`src/rtl/dawson64_pkg.sv`:
```
// rtl/dawson64_pkg.sv - shared types for the dawson64 operand sequencer
package dawson64_pkg;

  typedef logic [63:0] word_t;

  typedef enum logic [1:0] {
    IDLE,
    ISSUE,
    WAIT,
    HALT
  } seq_state_t;

  typedef struct packed {
    word_t a;
    word_t b;
  } op_pair_t;

endpackage

```
`src/rtl/dawson64_sync_fifo.sv`:
```
// rtl/dawson64_sync_fifo.sv - single-clock FIFO with occupancy count
module dawson64_sync_fifo #(
  parameter int WIDTH = 64,
  parameter int DEPTH = 4
) (
  input  logic                     clock,
  input  logic                     reset_n,
  input  logic                     push,
  input  logic [WIDTH-1:0]         din,
  input  logic                     pop,
  output logic [WIDTH-1:0]         dout,
  output logic                     full,
  output logic                     empty,
  output logic [$clog2(DEPTH):0]   count
);

  localparam int AW = $clog2(DEPTH);
  localparam logic [AW:0] FULL_CNT = (AW+1)'(DEPTH);

  logic [WIDTH-1:0] mem [DEPTH];
  logic [AW-1:0]    wr_ptr;
  logic [AW-1:0]    rd_ptr;
  logic             do_push;
  logic             do_pop;

  assign do_push = push && !full;
  assign do_pop  = pop && !empty;
  assign full    = (count == FULL_CNT);
  assign empty   = (count == '0);
  assign dout    = mem[rd_ptr];

  // Power-of-two depth lets the pointers wrap naturally.
  always_ff @(posedge clock) begin
    if (!reset_n) begin
      wr_ptr <= '0;
      rd_ptr <= '0;
      count  <= '0;
    end else begin
      if (do_push) wr_ptr <= wr_ptr + 1'b1;
      if (do_pop)  rd_ptr <= rd_ptr + 1'b1;
      case ({do_push, do_pop})
        2'b10:   count <= count + 1'b1;
        2'b01:   count <= count - 1'b1;
        default: count <= count;
      endcase
    end
  end

  always_ff @(posedge clock) begin
    if (do_push) mem[wr_ptr] <= din;
  end

endmodule

```
`src/rtl/dawson64_op_seq.sv`:
```
// rtl/dawson64_op_seq.sv - operand feeder and result collector for dawson64_if
module dawson64_op_seq
  import dawson64_pkg::*;
#(
  parameter int OP_DEPTH  = 4,
  parameter int RES_DEPTH = 4,
  parameter int TIMEOUT   = 1024
) (
  input  logic        clock,
  input  logic        reset_n,
  input  logic        op_valid,
  output logic        op_ready,
  input  logic [63:0] op_a,
  input  logic [63:0] op_b,
  output logic        res_valid,
  input  logic        res_ready,
  output logic [63:0] res_data,
  output logic [63:0] if_a,
  output logic [63:0] if_b,
  output logic        if_ready_in,
  input  logic [63:0] if_out,
  input  logic        if_ready_out,
  output logic        busy,
  output logic        err_timeout,
  output logic        err_spurious
);

  localparam int OAW = $clog2(OP_DEPTH);
  localparam int RAW = $clog2(RES_DEPTH);
  localparam logic [RAW:0] RES_FULL_CNT = (RAW+1)'(RES_DEPTH);
  localparam logic [31:0]  WD_LAST      = TIMEOUT - 1;

  seq_state_t    state, state_next;
  op_pair_t      op_in, op_head;
  logic          op_full, op_empty;
  logic [OAW:0]  op_count;
  logic          res_full, res_empty;
  logic [RAW:0]  res_count;
  word_t         res_head;
  logic          push_op, pop_res;
  logic          issue, capture, expire;
  logic [31:0]   wd;

  assign op_in     = '{a: op_a, b: op_b};
  assign op_ready  = reset_n && !op_full && (state != HALT);
  assign push_op   = op_valid && op_ready;
  assign res_valid = !res_empty;
  assign pop_res   = res_valid && res_ready;
  assign res_data  = res_empty ? '0 : res_head;
  assign if_ready_in = (state == ISSUE);
  assign busy      = (state != IDLE) || (op_count != '0);

  dawson64_sync_fifo #(.WIDTH(128), .DEPTH(OP_DEPTH)) u_op_fifo (
    .clock   (clock),
    .reset_n (reset_n),
    .push    (push_op),
    .din     (op_in),
    .pop     (issue),
    .dout    (op_head),
    .full    (op_full),
    .empty   (op_empty),
    .count   (op_count)
  );

  dawson64_sync_fifo #(.WIDTH(64), .DEPTH(RES_DEPTH)) u_res_fifo (
    .clock   (clock),
    .reset_n (reset_n),
    .push    (capture),
    .din     (if_out),
    .pop     (pop_res),
    .dout    (res_head),
    .full    (res_full),
    .empty   (res_empty),
    .count   (res_count)
  );

  // Issue only from IDLE with a free result slot, so the one in-flight result always fits.
  always_comb begin
    state_next = state;
    issue      = 1'b0;
    capture    = 1'b0;
    expire     = 1'b0;
    case (state)
      IDLE: begin
        if (!op_empty && (res_count < RES_FULL_CNT)) begin
          issue      = 1'b1;
          state_next = ISSUE;
        end
      end
      ISSUE: state_next = WAIT;
      WAIT: begin
        if (if_ready_out && !res_full) begin
          capture    = 1'b1;
          state_next = IDLE;
        end else if ((TIMEOUT != 0) && (wd == WD_LAST)) begin
          expire     = 1'b1;
          state_next = HALT;
        end
      end
      HALT:    state_next = HALT;
      default: state_next = IDLE;
    endcase
  end

  always_ff @(posedge clock) begin
    if (!reset_n) begin
      state        <= IDLE;
      if_a         <= '0;
      if_b         <= '0;
      wd           <= '0;
      err_timeout  <= 1'b0;
      err_spurious <= 1'b0;
    end else begin
      state <= state_next;
      if (issue) begin
        if_a <= op_head.a;
        if_b <= op_head.b;
      end
      wd <= ((state == WAIT) && (state_next == WAIT)) ? wd + 32'd1 : '0;
      if (expire) err_timeout <= 1'b1;
      if (if_ready_out && (state != WAIT)) err_spurious <= 1'b1;
    end
  end

endmodule

```
`config.mk`:
```
export PLATFORM = sky130hd
export DESIGN_NAME = dawson64_op_seq
export DESIGN_NICKNAME = d
export VERILOG_FILES = /design/src/rtl/dawson64_pkg.sv /design/src/rtl/dawson64_sync_fifo.sv /design/src/rtl/dawson64_op_seq.sv
export SDC_FILE = /design/constraint.sdc
export NUM_CORES = 1
export LEC_CHECK = 0
export ABC_CLOCK_PERIOD_IN_PS = 5600
export CAP_MARGIN = 0
export CORE_MARGIN = 10
export CORE_UTILIZATION = 25
export CTS_CLUSTER_SIZE = 40
export DETAILED_ROUTE_END_ITERATION = 8
export PLACE_DENSITY = 0.42
export SYNTH_ARGS = -nofsm -noshare
export SYNTH_HDL_FRONTEND = slang
export SYNTH_SLANG_ARGS = --single-unit
export TNS_END_PERCENT = 50
```
`constraint.sdc`:
```
create_clock -name clock -period 5.6 [get_ports clock]
set_input_delay 1.12 -clock clock [delete_from_list [all_inputs] [get_ports clock]]
set_output_delay 1.12 -clock clock [all_outputs]
set_load 0.005 [all_outputs]
```
==> flow_metrics.tcl <==
set metrics [dict create \
    status "finished clean" \
    final_cell_area_mm2 0.0448 \
    grt_pass1_vias 19800 \
    cts-buffers-inserted 109 \
    drv_cap 0 \
    synth_area_per_cell_um2 18.2 \
    ir_drop_v 0.000315 \
    syn_inst 1918 \
    report.final.slew_viol_count 0 \
    syn_area_mm2 0.0348 \
    cts_tree "done" \
    fp.coreArea_mm2 0.138 \
    drc 0 \
    final_hold_viol_count 0 \
    critical_path_arrival_ps 3100 \
    routed_wl_um 92600 \
    mostFrequentLayoutCells "edfxtp_1, clkdlybuf4s50_1, nand2_1, mux4_2, dfxtp_1" \
    antenna_found_initial 32 \
    slew_headroom_pct 24.9 \
    io_pins 395 \
    netSwitchingPower_mw 5.67 \
    nFillCells 13300 \
    ys_ff_latch 948 \
    start_kind "flip-flop" \
    cts_resized 0 \
    cp_max_fo 29 \
    yosysUniqueCellTypes 38 \
    place_ws_ps 1650 \
    insertion_delay_ps 710 \
    synthesis.nets 2128 \
    required_ps 4480 \
    placement.io_buffers 394 \
    postCtsSetupBuffers 0 \
    dp_hpwl_um 57700 \
    cts_root_buffer "clkbuf_16" \
    grt_pass1_wl_um 136000 \
    power.clock.fraction_pct 35.1 \
    hold_path.class "flip-flop to flip-flop" \
    die_area_mm2 0.155 \
    routedWlPerCell_um 21.4 \
    internal_power_mw 14.6 \
    comb_power_share_pct 22.0 \
    vias 18400 \
    gr-total-overflow 0 \
    grt_use_total_pct 11.7 \
    drive_gt1_share_pct 16.7 \
    min_period_ps 4220 \
    post-place-cells 4111 \
    nets 2569 \
    worst_setup_path_end_kind "primary output" \
    setup.worst_path.class "flip-flop to primary output" \
    worst_slew_pin_slew_ps 1130 \
    die_w_um 393 \
    die_h_um 393 \
    grt_max_degree 110 \
    power_density_mw_per_mm2 452 \
    setup_slack_ps 1380 \
    period_share_pct 75.3 \
    skew_ps 44.5 \
    setup_viol 0 \
    gp_congestion 0.715 \
    stdcell_count 4320 \
    postCtsHoldBufs 0 \
    area_growth_syn_to_layout_pct 28.6 \
    fin_hold_ws_ps 452 \
    vias_per_cell 4.27 \
    initial_utilization_pct 25.2 \
    first_iter_violations 1009 \
    clk_pin_slew_ps 60 \
    clock_path_buffers 3 \
    dr.pass1.iters 5 \
    dpl_cell_area_mm2 0.0412 \
    switching_share_pct 28.0 \
    cts_sinks 948 \
    rsz0062_at_grt "false" \
    fmax_mhz 237 \
    h-tree-depth 3 \
    leakagePower_nw 13.9 \
    layout_commonest_cell "edfxtp_1" \
    ant_nets 0 \
    tns_ps 0 \
    yosys_warnings 0 \
    row_count 136 \
    seq_power_share_pct 42.9 \
    ys_seq_area_share_pct 76.5 \
]
metrics by stage:
stage	power, mW	util, %
CTS	20.8	32.5
global placement	13.5	29.8
finish	20.3	32.5
global route	21.4	32.5
floorplan	11.0	-
detailed placement	13.5	29.8
layout make-up:
cell class | count | area, um^2 | share of cell area (%)
clock inverters | 57 | 633 | 1.41
diodes | 3 | 7.51 | 0.0168
inverters | 17 | 71.3 | 0.159
clock buffers | 149 | 2980 | 6.65
repair buffers | 430 | 4390 | 9.80
multi-input cells | 853 | 7720 | 17.2
well taps | 1863 | 2330 | 5.20
flip-flops and latches | 948 | 26700 | 59.5
worst max-delay path: stages, from the launching register on:
cell	delay, ps
dfxtp_2	910
buf_4	460
mux4_2	360
and2_1	200
clkdlybuf4s50_1	460
per-layer routing:
layer  up-vias  wire, um  GRT usage [%]
met5         -       360              0
met2       498     42500           18.1
li1       8264         -              -
met3       174      8010           5.04
met1      9454     40000           14.9
met4        56      1760           2.94
synth_stat cells, drive strengths merged:
cell type	number	area share, %
a211oi	1	0.022
a21o	1	0.022
a21oi	137	2.0
a221oi	1	0.025
and2	70	1.3
and3	5	0.090
and4	1	0.025
and4bb	1	0.036
buf	33	0.48
clkbuf	67	0.72
clkinv	1	0.011
dfxtp	180	10
edfxtp	768	66
fa	2	0.11
ha	11	0.40
inv	16	0.17
mux4	192	12
nand2	275	3.0
nand2b	1	0.018
nand3	9	0.13
nand4	11	0.26
nor2	63	0.68
nor2b	2	0.036
nor3	8	0.13
nor4	9	0.20
nor4b	1	0.068
o21ai	3	0.043
or3	5	0.090
or3b	1	0.025
or4	4	0.086
xnor2	26	0.65
xor2	13	0.33
registers in the layout, summed over array words and instances (netlist names), named ones only:
name and count:
state 2, u_op_fifo.rd_ptr 2, wd 32, if_b 64, u_op_fifo.mem 512, u_res_fifo.wr_ptr 2, err_spurious 1, u_res_fifo.count 3
u_res_fifo.mem 256, if_a 64, u_res_fifo.rd_ptr 2, u_op_fifo.wr_ptr 2, u_op_fifo.count 3, err_timeout 1
final timing paths:
kind	startpoint	endpoint	slack, ps	cells past startpoint
setup / recovery	flip-flop	res_data[10]	1380	4
setup reg to reg	u_op_fifo.count[0]	if_a[13]	2240	6
hold reg to reg	if_a[60]	if_a[60]	450	2
hold / removal	if_a[60]	if_a[60]	450	2
power by group through the flow:
| stage | clock, mW | combinational, mW | sequential, mW |
|---|---|---|---|
| after global placement | 0 | 4.66 | 8.83 |
| after CTS | 7.38 | 4.71 | 8.71 |
| after global routing | 7.67 | 4.95 | 8.78 |
| after floorplan | 0 | 2.35 | 8.68 |
| after detailed placement | 0 | 4.68 | 8.85 |
| final | 7.11 | 4.46 | 8.69 |
kinds of logic after synthesis:
| logic type | Yosys count | synth area share, % |
|---|---|---|
| buf+inv | 117 | 1.39 |
| mux | 192 | 12.4 |
| flops | 948 | 76.5 |
| compound gates | 143 | 2.08 |
| xor+xnor | 39 | 0.980 |
| simple gates | 466 | 6.09 |
| fa+ha+maj | 13 | 0.510 |
No activity file was read; power rests on OpenSTA's default activity.
